<file path="config.mk">
export PLATFORM = sky130hd
export DESIGN_NAME = hazard_scheduler
export DESIGN_NICKNAME = d
export VERILOG_FILES = /design/src/rtl/mips_ctrl_pkg.sv /design/src/rtl/reg_scoreboard.sv /design/src/rtl/hazard_scheduler.sv
export SDC_FILE = /design/constraint.sdc
export NUM_CORES = 1
export LEC_CHECK = 0
export ABC_AREA = 1
export CAP_MARGIN = 10
export CORE_AREA = 2 2 108 189
export DETAILED_ROUTE_END_ITERATION = 6
export DIE_AREA = 0 0 110 191
export PLACE_DENSITY = 0.67
export SYNTH_ARGS = -nofsm -noshare
export SYNTH_HDL_FRONTEND = slang
export SYNTH_HIERARCHICAL = 1
export SYNTH_SLANG_ARGS = --single-unit
export TNS_END_PERCENT = 50
</file>
<file path="constraint.sdc">
create_clock -name clk -period 7.4 [get_ports clk]
set_input_delay 1.85 -clock clk [delete_from_list [all_inputs] [get_ports clk]]
set_output_delay 1.85 -clock clk [all_outputs]
set_load 0.03 [all_outputs]
</file>
<file path="src/rtl/mips_ctrl_pkg.sv">
// Control-word layout and decode helpers shared by the
// decoder and the issue-stage hazard scheduler.
package mips_ctrl_pkg;

    localparam int CW_W        = 32;
    localparam int CW_RS_HI    = 26;
    localparam int CW_RS_LO    = 22;
    localparam int CW_RT_HI    = 21;
    localparam int CW_RT_LO    = 17;
    localparam int CW_RD_HI    = 16;
    localparam int CW_RD_LO    = 12;
    localparam int CW_D_SEL    = 11;
    localparam int CW_C_SEL    = 10;
    localparam int CW_ALU_HI   = 9;
    localparam int CW_ALU_LO   = 8;
    localparam int CW_WR_RD    = 7;
    localparam int CW_WB_SEL   = 6;
    localparam int CW_WB_EN    = 5;
    localparam int CW_WB_REG_HI = 4;
    localparam int CW_WB_REG_LO = 0;

    typedef enum logic [1:0] {
        ALU_ADD = 2'b00,
        ALU_SUB = 2'b01,
        ALU_AND = 2'b10,
        ALU_OR  = 2'b11
    } alu_sel_e;

    typedef struct packed {
        logic [4:0] rs;
        logic [4:0] rt;
        logic [4:0] wb_reg;
        logic       writer;
        logic       mul;
        logic       rs_used;
        logic       rt_used;
    } ctrl_class_t;

    function automatic ctrl_class_t classify(input logic [CW_W-1:0] w);
        ctrl_class_t c;
        logic        en;
        logic        wr;
        en = w[CW_WB_EN];
        wr = w[CW_WR_RD];
        c.rs      = w[CW_RS_HI:CW_RS_LO];
        c.rt      = w[CW_RT_HI:CW_RT_LO];
        c.wb_reg  = w[CW_WB_REG_HI:CW_WB_REG_LO];
        c.writer  = en && (c.wb_reg != 5'd0);
        c.mul     = en && w[CW_D_SEL];
        c.rs_used = en || wr;
        c.rt_used = (en && !w[CW_C_SEL]) || wr;
        return c;
    endfunction

endpackage

</file>
<file path="src/rtl/reg_scoreboard.sv">
// Per-register pending counters for r1..r31; a counter holds the
// number of cycles a reader of that register must still wait.
module reg_scoreboard #(
    parameter int CNT_W = 3
) (
    input  logic             clk,
    input  logic             rst,
    input  logic             i_set_en,
    input  logic [4:0]       i_set_reg,
    input  logic [CNT_W-1:0] i_set_lat,
    input  logic [4:0]       i_q0_reg,
    input  logic [4:0]       i_q1_reg,
    output logic             o_q0_pend,
    output logic             o_q1_pend,
    output logic             o_set_pend
);

    logic [CNT_W-1:0] r_cnt [1:31];
    logic [31:0]      w_pend;

    always_ff @(posedge clk) begin
        if (rst) begin
            for (int i = 1; i < 32; i++) begin
                r_cnt[i] <= '0;
            end
        end else begin
            for (int i = 1; i < 32; i++) begin
                if (i_set_en && (i_set_reg == 5'(i))) begin
                    r_cnt[i] <= i_set_lat;
                end else if (r_cnt[i] != '0) begin
                    r_cnt[i] <= r_cnt[i] - 1'b1;
                end
            end
        end
    end

    always_comb begin
        w_pend = '0;
        for (int i = 1; i < 32; i++) begin
            w_pend[i] = (r_cnt[i] != '0);
        end
    end

    assign o_q0_pend  = w_pend[i_q0_reg];
    assign o_q1_pend  = w_pend[i_q1_reg];
    assign o_set_pend = w_pend[i_set_reg];

endmodule

</file>
<file path="src/rtl/hazard_scheduler.sv">
// Issue-stage scheduler: holds a decoded word while a RAW/WAW,
// multiplier or write-back-port hazard exists, else issues it.
module hazard_scheduler
    import mips_ctrl_pkg::*;
#(
    parameter int PIPE_DEPTH = 3,
    parameter int MUL_LAT    = 4
) (
    input  logic            clk,
    input  logic            rst,
    input  logic [CW_W-1:0] ctrl_in,
    input  logic            ctrl_valid,
    output logic            ctrl_ready,
    output logic [CW_W-1:0] ctrl_out,
    output logic            issue_valid,
    output logic [15:0]     stall_cycles
);

    localparam int LAT_MUL = PIPE_DEPTH + MUL_LAT - 1;
    localparam int SLOT_W  = PIPE_DEPTH + MUL_LAT + 1;
    localparam int CNT_W   = $clog2(SLOT_W);
    localparam int MB_W    = $clog2(MUL_LAT + 1);

    ctrl_class_t       w_cls;
    logic [CNT_W-1:0]  w_lat;
    logic              w_rs_pend;
    logic              w_rt_pend;
    logic              w_wb_pend;
    logic              w_hazard;
    logic              w_accept;
    logic [SLOT_W-1:0] w_slot_nxt;

    logic [SLOT_W-1:0] r_wb_slot;
    logic [MB_W-1:0]   r_mul_busy;
    logic [CW_W-1:0]   r_ctrl_out;
    logic              r_issue_valid;
    logic [15:0]       r_stall;

    assign w_cls = classify(ctrl_in);
    assign w_lat = w_cls.mul ? CNT_W'(LAT_MUL) : CNT_W'(PIPE_DEPTH);

    reg_scoreboard #(.CNT_W(CNT_W)) u_sb (
        .clk        (clk),
        .rst        (rst),
        .i_set_en   (w_accept && w_cls.writer),
        .i_set_reg  (w_cls.wb_reg),
        .i_set_lat  (w_lat - 1'b1),
        .i_q0_reg   (w_cls.rs),
        .i_q1_reg   (w_cls.rt),
        .o_q0_pend  (w_rs_pend),
        .o_q1_pend  (w_rt_pend),
        .o_set_pend (w_wb_pend)
    );

    assign w_hazard = (w_cls.rs_used && w_rs_pend)
                    || (w_cls.rt_used && w_rt_pend)
                    || (w_cls.writer && w_wb_pend)
                    || (w_cls.mul && (r_mul_busy != '0))
                    || (w_cls.writer && r_wb_slot[w_lat]);

    assign ctrl_ready = !w_hazard;
    assign w_accept   = ctrl_valid && ctrl_ready && !rst;

    // bit k set: a register write lands k cycles from now
    always_comb begin
        w_slot_nxt = r_wb_slot >> 1;
        if (w_accept && w_cls.writer) begin
            w_slot_nxt[w_lat - 1'b1] = 1'b1;
        end
    end

    always_ff @(posedge clk) begin
        if (rst) begin
            r_wb_slot     <= '0;
            r_mul_busy    <= '0;
            r_ctrl_out    <= '0;
            r_issue_valid <= 1'b0;
            r_stall       <= '0;
        end else begin
            r_wb_slot     <= w_slot_nxt;
            r_issue_valid <= w_accept;
            r_ctrl_out    <= w_accept ? ctrl_in : '0;
            if (w_accept && w_cls.mul) begin
                r_mul_busy <= MB_W'(MUL_LAT - 1);
            end else if (r_mul_busy != '0) begin
                r_mul_busy <= r_mul_busy - 1'b1;
            end
            if (ctrl_valid && !ctrl_ready && (r_stall != 16'hFFFF)) begin
                r_stall <= r_stall + 16'd1;
            end
        end
    end

    assign ctrl_out     = r_ctrl_out;
    assign issue_valid  = r_issue_valid;
    assign stall_cycles = r_stall;

endmodule
</file>
* Yosys cells after proc, flatten, opt, wreduce, memory -nomap -nowiden *
Memory sizes are Yosys's and may differ from the RTL's.
Index checks and enable logic that the tools add are counted.

word-level totals
  RAM bits = 93
  word-level logic and storage cells = 532
  output and inout bits = 50
  bits of input ports = 35
  memories kept = 1
  flip-flop bits (word level) = 60

memories
  name        words  width  rd ports  clocked after Yosys merged registers in  wr ports  RTL line              source
  u_sb.r_cnt  31     3      31        0                                        31        reg_scoreboard.sv:18  logic [CNT_W-1:0] r_cnt [1:31];

operators by class
  reductions and logical operators = 92
  order comparisons = 6
  mux-type cells = 295
  $add $sub $neg = 34
  equal/unequal tests = 32
  bitwise gates (word level) = 65

operator list
  cell                   number
  $mux 1                 224
  $mux 3                 63
  $sub 3x1->3 const B    33
  $reduce_bool 3->1      32
  $eq 5x5->1 const B     16
  $or 1x1->1             62
  $logic_and 1x1->1      46
  $eq 5x4->1 const B     8
  $eq 5x3->1 const B     4
  $lt 5x6->1 const B     3
  $add 16x1->16 const B  1
  $ne 16x16->1 const B   1
  $bmux 1 s5             3
  $eq 5x2->1 const B     2
  $lt 3x4->1 const B     2
  $or 7x8->8             1
  $mux 7                 1
  $logic_or 1x1->1       6
  $reduce_or 2->1        3
  $eq 5x1->1 const B     1
  $reduce_bool 5->1      1
  $mux 2                 2
  $bmux 1 s3             1
  $demux 1 s3            1
  other kinds (4)        7

* Longest topological paths before layout *
An unclocked memory read counts as a cell.

  word-level depth = 19
  gate-level depth with buffers = 27

* Modules after synthesis *
The synthesis kept the hierarchy.

by module, submodules not included
  module            area an instance (um^2)  sequential area each (um^2)  cells an instance  times used
  reg_scoreboard    6840.3                   2792.7                       875                1
  hazard_scheduler  2391.0                   1101.1                       313                1

* Least setup slack after synthesis *
OpenSTA, ideal clock, no wires.

  path type = input-to-output
  start point = in ctrl_in[18]
  end point = out ctrl_ready
  data arrival time = 3.061 ns
  buffers on the path = 1
  slack = 2.489 ns
  cell stages on the path = 15
  cells stage by stage = buf_2 inv_1 nand2_1 nor2_1 nor2_1 nand2_1 nand3_1 nand2_1 nand2_1 nand2_1 nand2_1 nand2_1 nand2_1 nand2_2 nor2_4

between the ends
  word-level cells in the longest chain between the ends = 8

ends and longest elaborated chain
  what                          RTL line                source
  start: declaration            hazard_scheduler.sv:11  input logic [CW_W-1:0] ctrl_in,
  $bmux 1 s5                    reg_scoreboard.sv:45    assign o_q1_pend = w_pend[i_q1_reg];
  $mux 1 (implied by the code)  reg_scoreboard.sv:45
  via w_rt_pend                 hazard_scheduler.sv:27  logic w_rt_pend;
  $logic_and 1x1->1             hazard_scheduler.sv:56  || (w_cls.rt_used && w_rt_pend)
  $logic_or 1x1->1              hazard_scheduler.sv:56
  $logic_or 1x1->1              hazard_scheduler.sv:57  || (w_cls.writer && w_wb_pend)
  $logic_or 1x1->1              hazard_scheduler.sv:58  || (w_cls.mul && (r_mul_busy != '0))
  $logic_or 1x1->1              hazard_scheduler.sv:59  || (w_cls.writer && r_wb_slot[w_lat]);
  $logic_not 1->1               hazard_scheduler.sv:61  assign ctrl_ready = !w_hazard;
  end: declaration              hazard_scheduler.sv:13  output logic ctrl_ready,

The timed path passes the listed nets, and every way through them passes these cells. The select of a mux whose other input is x is not followed.

* Final worst setup path *
  start point = in ctrl_in[17]
  end point = out ctrl_ready

Same word-level chain as after synthesis.

==> results.sh <==
export IMPL_peakVddDrop_mv=0.1643
export IMPL_hpwl_microns=19720
export IMPL_firstDrtPassIters=6
export IMPL_netlist_top_cells_area="edfxtp_1, nand2_1, dfxtp_1"
export IMPL_min_period_ns=6.721
export IMPL_r2r_start="u_sb/r_cnt[0][27]"
export IMPL_holdPathStages=2
export IMPL_yosysSeqAreaShare=0.4218
export IMPL_worst_r2r_endpoint="u_sb/r_cnt[0][13]"
export IMPL_synth_seq_cells=148
export IMPL_drive_gt1_frac=0.05924
export IMPL_regArea_sq_um=3894
export IMPL_crit_path_frequent_cell="nand2_1"
export IMPL_synth_top_flop_cell="edfxtp_1"
export IMPL_gp_congestion=1.054
export IMPL_status="complete, no violations"
export IMPL_min_from="r_wb_slot[4]"
export IMPL_maxClockFrequency_ghz=0.1488
export IMPL_row_count=68
export IMPL_skew_ns=0.006691
export IMPL_clock_latency_ns=0.42
export IMPL_crit_fanout=12
export IMPL_htreeDepth=4
export IMPL_avgSynthCellArea_sq_um=7.770
export IMPL_rsz0062_at_grt="false"
export IMPL_antenna_cells=0
export IMPL_grt_overflow=0
export IMPL_syn_to_final_growth_pct=17.51
export IMPL_synthCells=1188
export IMPL_port_buffers=84
export IMPL_ctsLongestPathBuffers=2
export IMPL_ant_nets=0
export IMPL_yosys_area_top_type_share=0.3025
export IMPL_grt_max_degree=46
export IMPL_ios=85
export IMPL_clkSinkCount=148
export IMPL_cts_clk_slew_worst_paths_ns=0.06
export IMPL_totalWireLength_microns=26300
export IMPL_fin_tns_setup_ns=0
export IMPL_synth_commonest_cells="nand2_1, inv_1, nor2_1"
export IMPL_hold_class="reg -> reg"
export IMPL_max_stage_delay_ns=0.77
export IMPL_start_kind="input port"
export IMPL_setup_slack_ns=0.6790
export IMPL_ctsHoldBuffers=0
export IMPL_worst_ep_required_time_ns=5.55
export IMPL_maxCapViolCount=0
export IMPL_finalHoldViolCount=0
export IMPL_die_w_microns=110
export IMPL_crit_buf_inv=3
export IMPL_die_height_microns=191
export IMPL_n_fill_cell=1851
export IMPL_p_leak_nw=4.829
export IMPL_setup_viol=0
export IMPL_dp_cells=1496
export IMPL_cellPowerDensity_nw_per_um2=333.6
export IMPL_tightest_slew_ns=0.6557
export IMPL_post_cts_setup_buffers=0
export IMPL_cp_top_family="buffers and inverters"
export IMPL_mappedNetlistArea_sq_um=9231
export IMPL_rrSetupSlack_ns=3.08
export IMPL_ys_async_sr_fraction=0
export IMPL_slew_headroom=0.5613
export IMPL_r2r_cells=22
export IMPL_fin_area_sq_um=10850
export IMPL_cts_resized=0
export IMPL_slew_violations=0
export IMPL_track_usage=0.2584
export IMPL_start_util=0.4738
export IMPL_dieArea_sq_um=21010
export IMPL_drtIter0Drc=535
export IMPL_core_region_area_sq_um=19480
export IMPL_multi_input_area_sq_um=4320
export IMPL_yosysWarnings=6
export IMPL_grt_pass1_wl_microns=40860
export IMPL_vias=8138
export IMPL_synth_edf_count=93
export IMPL_critPathKind="in -> out"
export IMPL_synth_top_area_cell="edfxtp_1"
export IMPL_cp_slowest_cell="clkdlybuf4s50_1"
export IMPL_dpl_cell_area_sq_um=10280
export IMPL_finalNonFillerCells=1528
export IMPL_hold_slack_ns=0.4088
export IMPL_worst_setup_path_end_kind="primary output"
export IMPL_first_global_vias=7921
export IMPL_syn_nets=1288
export IMPL_synth_most_common_cell="nand2_1"
export IMPL_min_to="r_wb_slot[3]"
export IMPL_period_share=0.9082
export IMPL_pre_cts_ws_ns=0.7662
export IMPL_nets=1370
export IMPL_drc=0
export IMPL_ys_types=35
export IMPL_wl_per_cell_microns=17.21
export IMPL_cp_cell_sequence="clkdlybuf4s50_1 -> clkinv_1 -> nand3_1 -> nand3_1 -> nand3_1 -> nand3_1 -> nand2_1 -> nand2_1 -> nand2_1 -> nand2_1 -> nand2_1 -> nand2_1 -> nand2_2 -> nor2_4 -> clkdlybuf4s50_1"
export IMPL_antenna_found_initial=0
export IMPL_worstPathArrival_ns=4.87
export IMPL_tritoncts="yes"
export IMPL_viasPerCell=5.326
export IMPL_numCtsBuffers=17
export IMPL_cts_root_buffer="clkbuf_16"
cell type report:
type	instances	share of cell area
clock buffer	20	0.04314
clock inverter	12	0.008766
inverter	220	0.07612
multi-input combinational	786	0.3983
sequential	148	0.3589
tap	245	0.02826
timing repair buffer	97	0.08651
metal layers:
| metal | track usage | vias up | routed length, microns |
|---|---|---|---|
| met4 | 0.1417 | 0 | 1302 |
| met5 | 0 | - | 0 |
| li1 | - | 4010 | - |
| met1 | 0.2726 | 3817 | 9592 |
| met3 | 0.04262 | 67 | 1056 |
| met2 | 0.4729 | 244 | 14350 |
worst reg2reg max path, cell delays in order (launching register included):
cell and delay [ns]:
edfxtp_1 0.40, inv_1 0.09, ha_1 0.15, inv_1 0.06, nor2_1 0.49, o21ai_0 0.14
o21ai_0 0.28, nand3_1 0.12, nor2_1 0.10, nor2_1 0.07, o21bai_1 0.17, nand3_1 0.12
inv_1 0.08, nor2_4 0.11, nand2_4 0.05, nor2_1 0.22, nand2_1 0.22, inv_1 0.35
nand2_1 0.18, o21ai_0 0.35, inv_1 0.11, nand2_1 0.11, o22ai_1 0.09
placed cells by master (no fill, tap or decap):
| cell | instances |
|---|---|
| nand4_4 | 1 |
| o32ai_1 | 1 |
| o21ai_2 | 3 |
| dfxtp_1 | 55 |
| clkbuf_8 | 1 |
| o21ai_0 | 20 |
| nor2_1 | 124 |
| nand3_4 | 1 |
| nand2_2 | 7 |
| nand3_2 | 1 |
| a21oi_1 | 10 |
| xor2_1 | 6 |
| clkinv_1 | 3 |
| clkinv_4 | 2 |
| clkdlybuf4s50_1 | 84 |
| o22ai_1 | 91 |
| nand3b_1 | 2 |
| xnor2_1 | 30 |
| clkbuf_16 | 18 |
| nand4_1 | 24 |
| o21bai_1 | 1 |
| inv_2 | 1 |
| nor3_1 | 2 |
| nand3_1 | 78 |
| buf_4 | 13 |
| nand2_4 | 1 |
| nor2_4 | 6 |
| a21oi_2 | 9 |
| clkbuf_1 | 1 |
| or2_1 | 1 |
| o211ai_1 | 1 |
| inv_1 | 216 |
| clkinvlp_4 | 5 |
| nor2_2 | 2 |
| clkinv_2 | 1 |
| ha_1 | 65 |
| inv_6 | 4 |
| edfxtp_1 | 93 |
| nand2_1 | 299 |
state kept, by name, summed over array words and instances (netlist names):
name and flops:
r_mul_busy 3, r_wb_slot 3, stall_cycles 16, u_sb/r_cnt 93
ctrl_out 32, issue_valid 1
kinds of logic after synthesis:
| group | Yosys count | synth area share |
|---|---|---|
| compound gates | 136 | 0.09190 |
| flops | 148 | 0.4218 |
| fa+ha+maj | 65 | 0.08810 |
| xor+xnor | 36 | 0.03416 |
| simple gates | 549 | 0.2539 |
| buf+inv | 254 | 0.1102 |
power breakdown:
part / switching [mW] / internal, mW / total (mW)
combinational: 0.942 / 0.522 / 1.46
sequential: 0.119 / 1.22 / 1.34
clock: 0.358 / 0.462 / 0.820
through the flow:
| step | total power [mW] | util |
|---|---|---|
| after floorplan | 2.358 | - |
| after global placement | 2.763 | 0.5279 |
| after detailed placement | 2.779 | 0.5279 |
| after CTS | 3.623 | 0.5568 |
| after global routing | 3.865 | 0.5568 |
| final | 3.619 | 0.5568 |
worst max-delay path by stage:
stage | startpoint | cells past startpoint | to
6_report | ctrl_in[17] | 15 | ctrl_ready
5_1_grt | ctrl_in[17] | 15 | ctrl_ready
4_1_cts | ctrl_in[17] | 15 | ctrl_ready
3_5_place_dp | ctrl_in[17] | 15 | ctrl_ready
3_3_place_gp | ctrl_in[17] | 15 | ctrl_ready
2_1_floorplan | ctrl_in[18] | 15 | ctrl_ready
Note: power is estimated with default switching activity, not from simulation.
